### config.mk
export PLATFORM = sky130hd
export DESIGN_NAME = fs_fault_responder
export DESIGN_NICKNAME = d
export VERILOG_FILES = /design/src/rtl/fs_pkg.sv /design/src/rtl/fs_sat_counter.sv /design/src/rtl/fs_fault_responder.sv
export SDC_FILE = /design/constraint.sdc
export NUM_CORES = 1
export LEC_CHECK = 0
export ABC_AREA = 1
export ABC_CLOCK_PERIOD_IN_PS = 1700
export CAP_MARGIN = 20
export CORE_ASPECT_RATIO = 1.4
export CORE_MARGIN = 3
export CORE_UTILIZATION = 41
export CTS_CLUSTER_SIZE = 25
export DETAILED_ROUTE_END_ITERATION = 6
export PLACE_DENSITY = 0.8
export SYNTH_ARGS = -nofsm -noshare
export SYNTH_HDL_FRONTEND = slang
export SYNTH_SLANG_ARGS = --single-unit
export TNS_END_PERCENT = 50
### constraint.sdc
create_clock -name clk -period 1.7 [get_ports clk]
set_clock_uncertainty 0.1 [all_clocks]
set_input_delay 0.51 -clock clk [delete_from_list [all_inputs] [get_ports clk]]
set_output_delay 0.51 -clock clk [all_outputs]
set_load 0.01 [all_outputs]
### src/rtl/fs_pkg.sv
// Shared definitions for the full-subtractor fault-injection flow:
// bit positions inside a {A,B,Bin} vector, the responder FSM states
// and the golden full-subtractor function.
package fs_pkg;

    // Bit positions of the operands inside a {A,B,Bin} vector
    localparam int unsigned IDX_A   = 2;
    localparam int unsigned IDX_B   = 1;
    localparam int unsigned IDX_BIN = 0;

    // Vector width
    localparam int unsigned VEC_W = 3;

    // Responder output-register occupancy
    typedef enum logic {
        EMPTY = 1'b0,
        FULL  = 1'b1
    } fs_state_t;

    // Full subtractor A - B - Bin, returned as {d, bout}
    function automatic logic [1:0] fs_eval(
        input logic a,
        input logic b,
        input logic bin
    );
        logic d;
        logic bout;
        d    = a ^ b ^ bin;
        bout = (~a & b) | (~a & bin) | (b & bin);
        return {d, bout};
    endfunction

endpackage

### src/rtl/fs_sat_counter.sv
// Saturating up-counter. Counts inc pulses and holds at all-ones;
// it is cleared only by reset.
module fs_sat_counter #(
    parameter int unsigned CNT_W = 8
) (
    input  logic             clk,
    input  logic             rst_n,
    input  logic             inc,
    output logic [CNT_W-1:0] count
);

    // Increment on inc unless already at the maximum value
    always_ff @(posedge clk or negedge rst_n) begin
        if (!rst_n) begin
            count <= '0;
        end else if (inc && (count != '1)) begin
            count <= count + CNT_W'(1);
        end
    end

endmodule

### src/rtl/fs_fault_responder.sv
// Fault-injecting full-subtractor responder. Accepts {A,B,Bin} vectors
// over valid/ready, forces stuck-at faults from runtime-programmable
// masks and returns the faulty {D,Bout} plus a golden-compare flag.
// A one-entry output register gives full throughput: a new vector may
// be accepted in the same cycle the held response is consumed.
module fs_fault_responder
    import fs_pkg::*;
#(
    parameter int unsigned CNT_W = 8
) (
    input  logic             clk,
    input  logic             rst_n,
    input  logic             cfg_we,
    input  logic [2:0]       cfg_sa0,
    input  logic [2:0]       cfg_sa1,
    input  logic             in_valid,
    output logic             in_ready,
    input  logic [2:0]       in_vec,
    output logic             out_valid,
    input  logic             out_ready,
    output logic             out_d,
    output logic             out_bout,
    output logic             out_mismatch,
    output logic             fault_active,
    output logic [CNT_W-1:0] vec_count,
    output logic [CNT_W-1:0] err_count
);

    fs_state_t        state;
    logic [VEC_W-1:0] sa0_q;
    logic [VEC_W-1:0] sa1_q;
    logic [VEC_W-1:0] eff;
    logic [1:0]       golden;
    logic [1:0]       faulty;
    logic             mismatch;
    logic             accept;

    // Fault masks; a vector accepted in the same cycle still sees the old masks
    always_ff @(posedge clk or negedge rst_n) begin
        if (!rst_n) begin
            sa0_q <= '0;
            sa1_q <= '0;
        end else if (cfg_we) begin
            sa0_q <= cfg_sa0;
            sa1_q <= cfg_sa1;
        end
    end

    assign fault_active = |(sa0_q | sa1_q);

    // Apply masks (stuck-at-0 wins) and evaluate golden and faulty responses
    always_comb begin
        eff      = (in_vec & ~sa0_q) | (sa1_q & ~sa0_q);
        golden   = fs_eval(in_vec[IDX_A], in_vec[IDX_B], in_vec[IDX_BIN]);
        faulty   = fs_eval(eff[IDX_A], eff[IDX_B], eff[IDX_BIN]);
        mismatch = (golden != faulty);
    end

    assign in_ready = (state == EMPTY) | out_ready;
    assign accept   = in_valid & in_ready;

    // Output-register FSM; response fields only load on accept so they hold while stalled
    always_ff @(posedge clk or negedge rst_n) begin
        if (!rst_n) begin
            state        <= EMPTY;
            out_valid    <= 1'b0;
            out_d        <= 1'b0;
            out_bout     <= 1'b0;
            out_mismatch <= 1'b0;
        end else begin
            case (state)
                EMPTY: begin
                    if (accept) begin
                        state        <= FULL;
                        out_valid    <= 1'b1;
                        out_d        <= faulty[1];
                        out_bout     <= faulty[0];
                        out_mismatch <= mismatch;
                    end
                end
                FULL: begin
                    if (accept) begin
                        out_d        <= faulty[1];
                        out_bout     <= faulty[0];
                        out_mismatch <= mismatch;
                    end else if (out_ready) begin
                        state     <= EMPTY;
                        out_valid <= 1'b0;
                    end
                end
                default: begin
                    state     <= EMPTY;
                    out_valid <= 1'b0;
                end
            endcase
        end
    end

    fs_sat_counter #(
        .CNT_W(CNT_W)
    ) u_vec_count (
        .clk  (clk),
        .rst_n(rst_n),
        .inc  (accept),
        .count(vec_count)
    );

    fs_sat_counter #(
        .CNT_W(CNT_W)
    ) u_err_count (
        .clk  (clk),
        .rst_n(rst_n),
        .inc  (accept & mismatch),
        .count(err_count)
    );

endmodule

# After elaboration in Yosys (flattened, before gate mapping)

Index checks and enable logic that the tools add are counted.

Flip-flop bits (word level): 27
Bits of input ports: 14
Output and inout bits: 22

Add/subtract/negate cells: 2
Equal/unequal tests: 6
Multiplexer cells: 11
Bitwise logic cells: 25
Reduce and logical (&&, ||, !) cells: 4

Operators with widths:

| operator                                     | count |
|---|---|
| adder 8 x 1 -> 8 bit (second input constant) | 2 |
| != test 8 bit (second input constant)        | 2 |
| 2-to-1 mux 1 bit                             | 9 |
| bitwise AND 1 bit                            | 8 |
| bitwise AND 3 bit                            | 2 |
| != test 2 bit (second input constant)        | 3 |
| bitwise OR 3 bit                             | 2 |
| bitwise OR 1 bit                             | 5 |
| case mux 1 bit (2 select lines)              | 2 |
| bitwise XOR 1 bit                            | 4 |
| NOT 1 bit                                    | 3 |
| NOT 3 bit                                    | 1 |
| AND reduction 3 bit                          | 1 |
| OR reduction 3 bit                           | 1 |
| logical AND 1 bit                            | 2 |
| != test 2 bit                                | 1 |

# Logic depth before layout (Yosys ltp)

Depth in word-level cells: 10
Gate-level depth with buffers: 11
Depth with buffers taken out: 11

# By module

From an unflattened synthesis, not the netlist that was laid out.

Cell total of the unflattened synthesis: 191
Area, all modules: 1526.5 sq um

By module, submodules not included:

| module             | instances | cells each | area each (sq um) | sequential area each (sq um) |
|---|---|---|---|---|
| fs_sat_counter     | 2         | 63         | 483.0             | 200.2 |
| fs_fault_responder | 1         | 65         | 560.5             | 275.3 |

# Least setup slack after synthesis

Ideal clock, no wire load.

Kind: input to register
Start point: input port in_vec[2]
End point: register u_err_count.count[5]
Arrival time: 1.740 ns
Data required time: 1.535 ns
Setup slack: -0.205 ns
Stages: 11
Path buffers: 0
Cell sequence: inv_1 a21oi_1 fa_1 inv_1 nand2_1 nand2_1 nand2_2 nand2_2 nor2_4 nand2_1 nand2_1

RTL lines:

| what                            | line                      | text |
|---|---|---|
| from (decl)                     | fs_fault_responder.sv:18  | `input logic [2:0] in_vec,` |
| bitwise AND 3 bit               | fs_fault_responder.sv:53  | `eff = (in_vec & ~sa0_q) \| (sa1_q & ~sa0_q);` |
| bitwise OR 3 bit                | fs_fault_responder.sv:53  |  |
| bitwise XOR 1 bit (2 in series) | fs_pkg.sv:28              | `d = a ^ b ^ bin;` |
| via faulty[1]                   | fs_fault_responder.sv:34  | `logic [1:0] faulty;` |
| != test 2 bit                   | fs_fault_responder.sv:56  | `mismatch = (golden != faulty);` |
| bitwise AND 1 bit               | fs_fault_responder.sv:113 | `.inc (accept & mismatch),` |
| logical AND 1 bit               | fs_sat_counter.sv:16      | `end else if (inc && (count != '1)) begin` |
| to (signal assigned)            | fs_sat_counter.sv:17      | `count <= count + CNT_W'(1);` |
| to (decl)                       | fs_sat_counter.sv:9       | `output logic [CNT_W-1:0] count` |

The timed path passes the listed nets, and every way through them passes these cells.
A chain may end at the register's enable or synchronous reset.

# Worst setup path after layout

Start point: register sa0_q[1]
End point: output port fault_active

Word-level cells in the longest chain between the ends: 2

RTL lines:

| what                   | line                     | text |
|---|---|---|
| from (decl)            | fs_fault_responder.sv:30 | `logic [VEC_W-1:0] sa0_q;` |
| from (signal assigned) | fs_fault_responder.sv:44 | `sa0_q <= cfg_sa0;` |
| bitwise OR 3 bit       | fs_fault_responder.sv:49 | `assign fault_active = \|(sa0_q \| sa1_q);` |
| OR reduction 3 bit     | fs_fault_responder.sv:49 |  |
| to (decl)              | fs_fault_responder.sv:24 | `output logic fault_active,` |

Every way passes these cells.

==> metrics <==
failing checks=negative setup slack; IO Count=36; gr usage total=16.40%; row count=25; setup_tns=-1.653 ns; max cap viols=0; maximum clock insertion buffer count=2; Max Fanout on Critical Path=2; GR peak layer=met2; hpwl dp=2464 µm; Iteration-0 DRC Markers=47; Crit path required time=1.09 ns; Mapped Nets=210; Num CTS Buffers=3; drt pass-1 iters=4; Final period util=115.4%; HP Class=flop to flop; warnings from Yosys=0; WL/cell=11.06 µm; fin crit period=1.962 ns; DR DRC count=0; initial antenna violation count=0; leakage power=0.001199 µW; vias in the first global route=1387; post-layout util=63.17%; Netlist cell types=26; final WL=3284 µm; Overflow after GRT=0; Final WS setup=-0.2620 ns; routability cong.=0.7651; Yosys reg bits=27; nets=276; GR Layer Usage met2=29.64%; # H-tree levels=1; CP endpoint kind=output port; Die X-Extent=57.47 µm; CTS tree=yes; detailed-route via count=1383; Cells after Synth=192; area of the core=3472 µm²; clock transition at the registers of the reported paths=0.10 ns; P per Cell Area=998.8 nW/µm²; Slew @ Worst Pin=0.2689 ns; Post-DRT Antenna Nets=0; unrepaired setup endpoints after global routing=yes; Clk Latency, worst-skew pair=0.28 ns; Critical Path, Cell by Cell=buf_4 -> nor4_2 -> nand3_1 -> buf_2; initial core utilization=43.78%; register area share after synthesis=44.44%; # setup viols final=10; largest net degree at the start of global routing=28; Slew HR=82.03%; crit start category=flop; syn_area_per_cell=7.918 µm²; first-pass GRT wire length=5809 µm; Avg Vias per Cell=4.657; Die ar.=4485 µm²; share of layout cells above drive strength 1=25.68%; Final Hold Vio Count=0; Root Driver=clkbuf_8; Num Clock Sinks=27; slowest stage delay, CP=0.40 ns; worst vdd ir=0.7229 mV; crit path DAT=1.35 ns; Die Span Y=78.05 µm; crit path kind=flop to output port; number of port buffers=35; Slew Viols, Final=0; grt met3 use=2.138%; met1 GRT Util=18.21%; Ant. Diodes=0; outcome=finished, violations left; post-synthesis cell area=1520 µm²; achievable frequency=509.7 MHz; Slowest cell on crit path=dfrtp_1; Area growth syn-to-layout=44.28%
## state kept, by name, summed over array words and instances (netlist names)
signal	flops
state	1
u_vec_count.count	8
out_bout	1
u_err_count.count	8
sa1_q	3
sa0_q	3
out_mismatch	1
out_valid	1
out_d	1
## layer usage
metal  part of all wire, %  vias to the layer above
li1                      -                      721
met1                    41                      629
met2                    54                       26
met3                   3.0                        7
met4                   2.6                        0
met5                     0                        -
## power by group
| group | leakage (µW) | switching, µW | internal, µW |
|---|---|---|---|
| registers | 0.000340 | 90.6 | 778 |
| clock network | 0.0000255 | 215 | 165 |
| logic | 0.000833 | 492 | 450 |
## worst max-delay path, delay by kind of cell (launching register included)
kind	cells	cell delay, ns
buffers and inverters	2	0.29
and+or+nand+nor	2	0.37
DFF	1	0.40
## worst paths after layout
| check | from | end | slack, ns | cells after the start |
|---|---|---|---|---|
| max in group asynchronous | rst_n | u_vec_count.count[3] | 0.87 | 2 |
| worst max register to register | sa1_q[2] | u_err_count.count[6] | -0.19 | 11 |
| min in group asynchronous | rst_n | state | 0.47 | 2 |
| worst min register to register | out_mismatch | out_mismatch | 0.41 | 2 |
| worst min-delay path | out_mismatch | out_mismatch | 0.41 | 2 |
| worst max-delay path | sa0_q[1] | fault_active | -0.26 | 4 |
## cells by family (layout without fill, tap and decap cells)
family,after synthesis,count (layout),synth area share (%)
flip-flops,27,27,44.44
buffers and inverters,31,96,7.818
AO/OA/AOI/OAI,17,17,6.585
adder cells (fa/ha/maj),4,4,4.280
AND/OR/NAND/NOR,107,107,33.09
XOR/XNOR,4,4,2.305
multiplexers,2,2,1.481
## metrics by stage
| stage | hold WS [ns] | area [µm²] | cells | power (µW) | setup WS [ns] |
|---|---|---|---|---|---|
| finish | 0.4071 | 2193 | 297 | 2191 | -0.2620 |
| global route | 0.4398 | 2193 | 297 | 2363 | -0.3504 |
| CTS | 0.4126 | 2161 | 294 | 2190 | -0.1726 |
| detailed placement | 0.3928 | 2107 | 287 | 1860 | -0.8186 |
| global placement | 0.3880 | 2107 | 287 | 1833 | -0.7544 |
| floorplan | 0.1144 | 1541 | 192 | 1358 | -0.1217 |
## final cells by class
| class | count | area, µm² |
|---|---|---|
| clock buffer | 3 | 41.29 |
| clock inverter | 1 | 5.005 |
| fill | 303 | 1279 |
| tap | 40 | 50.05 |
| multi-input combinational | 134 | 770.7 |
| inverter | 30 | 116.4 |
| timing repair buffer | 62 | 534.3 |
| sequential | 27 | 675.6 |
## cells in the final DEF, fill, tap and decap left out, drive strengths merged
cell type      count
nor4               1
nand4              3
nand3b             3
dfrtp             27
o21ai             14
xor2               3
nand3              6
a21oi              3
ha                 2
clkbuf             3
buf               30
clkinv             2
clkdlybuf4s50      9
xnor2              1
clkdlybuf4s15      1
mux2               2
inv               29
nor2              12
fa                 2
dlygate4sd2       22
nand2             82
## synth_stat cells
library cell  instances  area, µm²
buf_2                 1      5.000
nand4_1               3      18.77
ha_1                  2      25.02
mux2_2                2      22.52
inv_1                26      97.59
dfrtp_1              27      675.7
nor2_1                5      18.77
o21ai_2               1      8.760
o21ai_1               3      15.01
inv_2                 3      11.26
nor2_4                4      45.04
fa_1                  2      40.04
clkinv_2              1      5.000
nand2_4               2      22.52
a21oi_1               2      10.01
nand3b_1              3      22.52
nand2_2               3      18.77
nand3_4               1      17.52
xnor2_1               1      8.760
a21oi_4               1      16.27
nor4_1                1      6.260
nor2_2                3      18.77
nand2_1              77      289.0
xor2_1                3      26.28
o21ai_0              10      50.05
nand3_1               5      25.02
## timing repair
action / CTS / global route
buffers inserted: 3 / 3
hold buffers: 0 / 0
endpoints found under the setup margin: 33 / 14
pin swaps: 6 / 10
gates resized for setup: 44 / 3
Power figures use the tool's default switching activity.
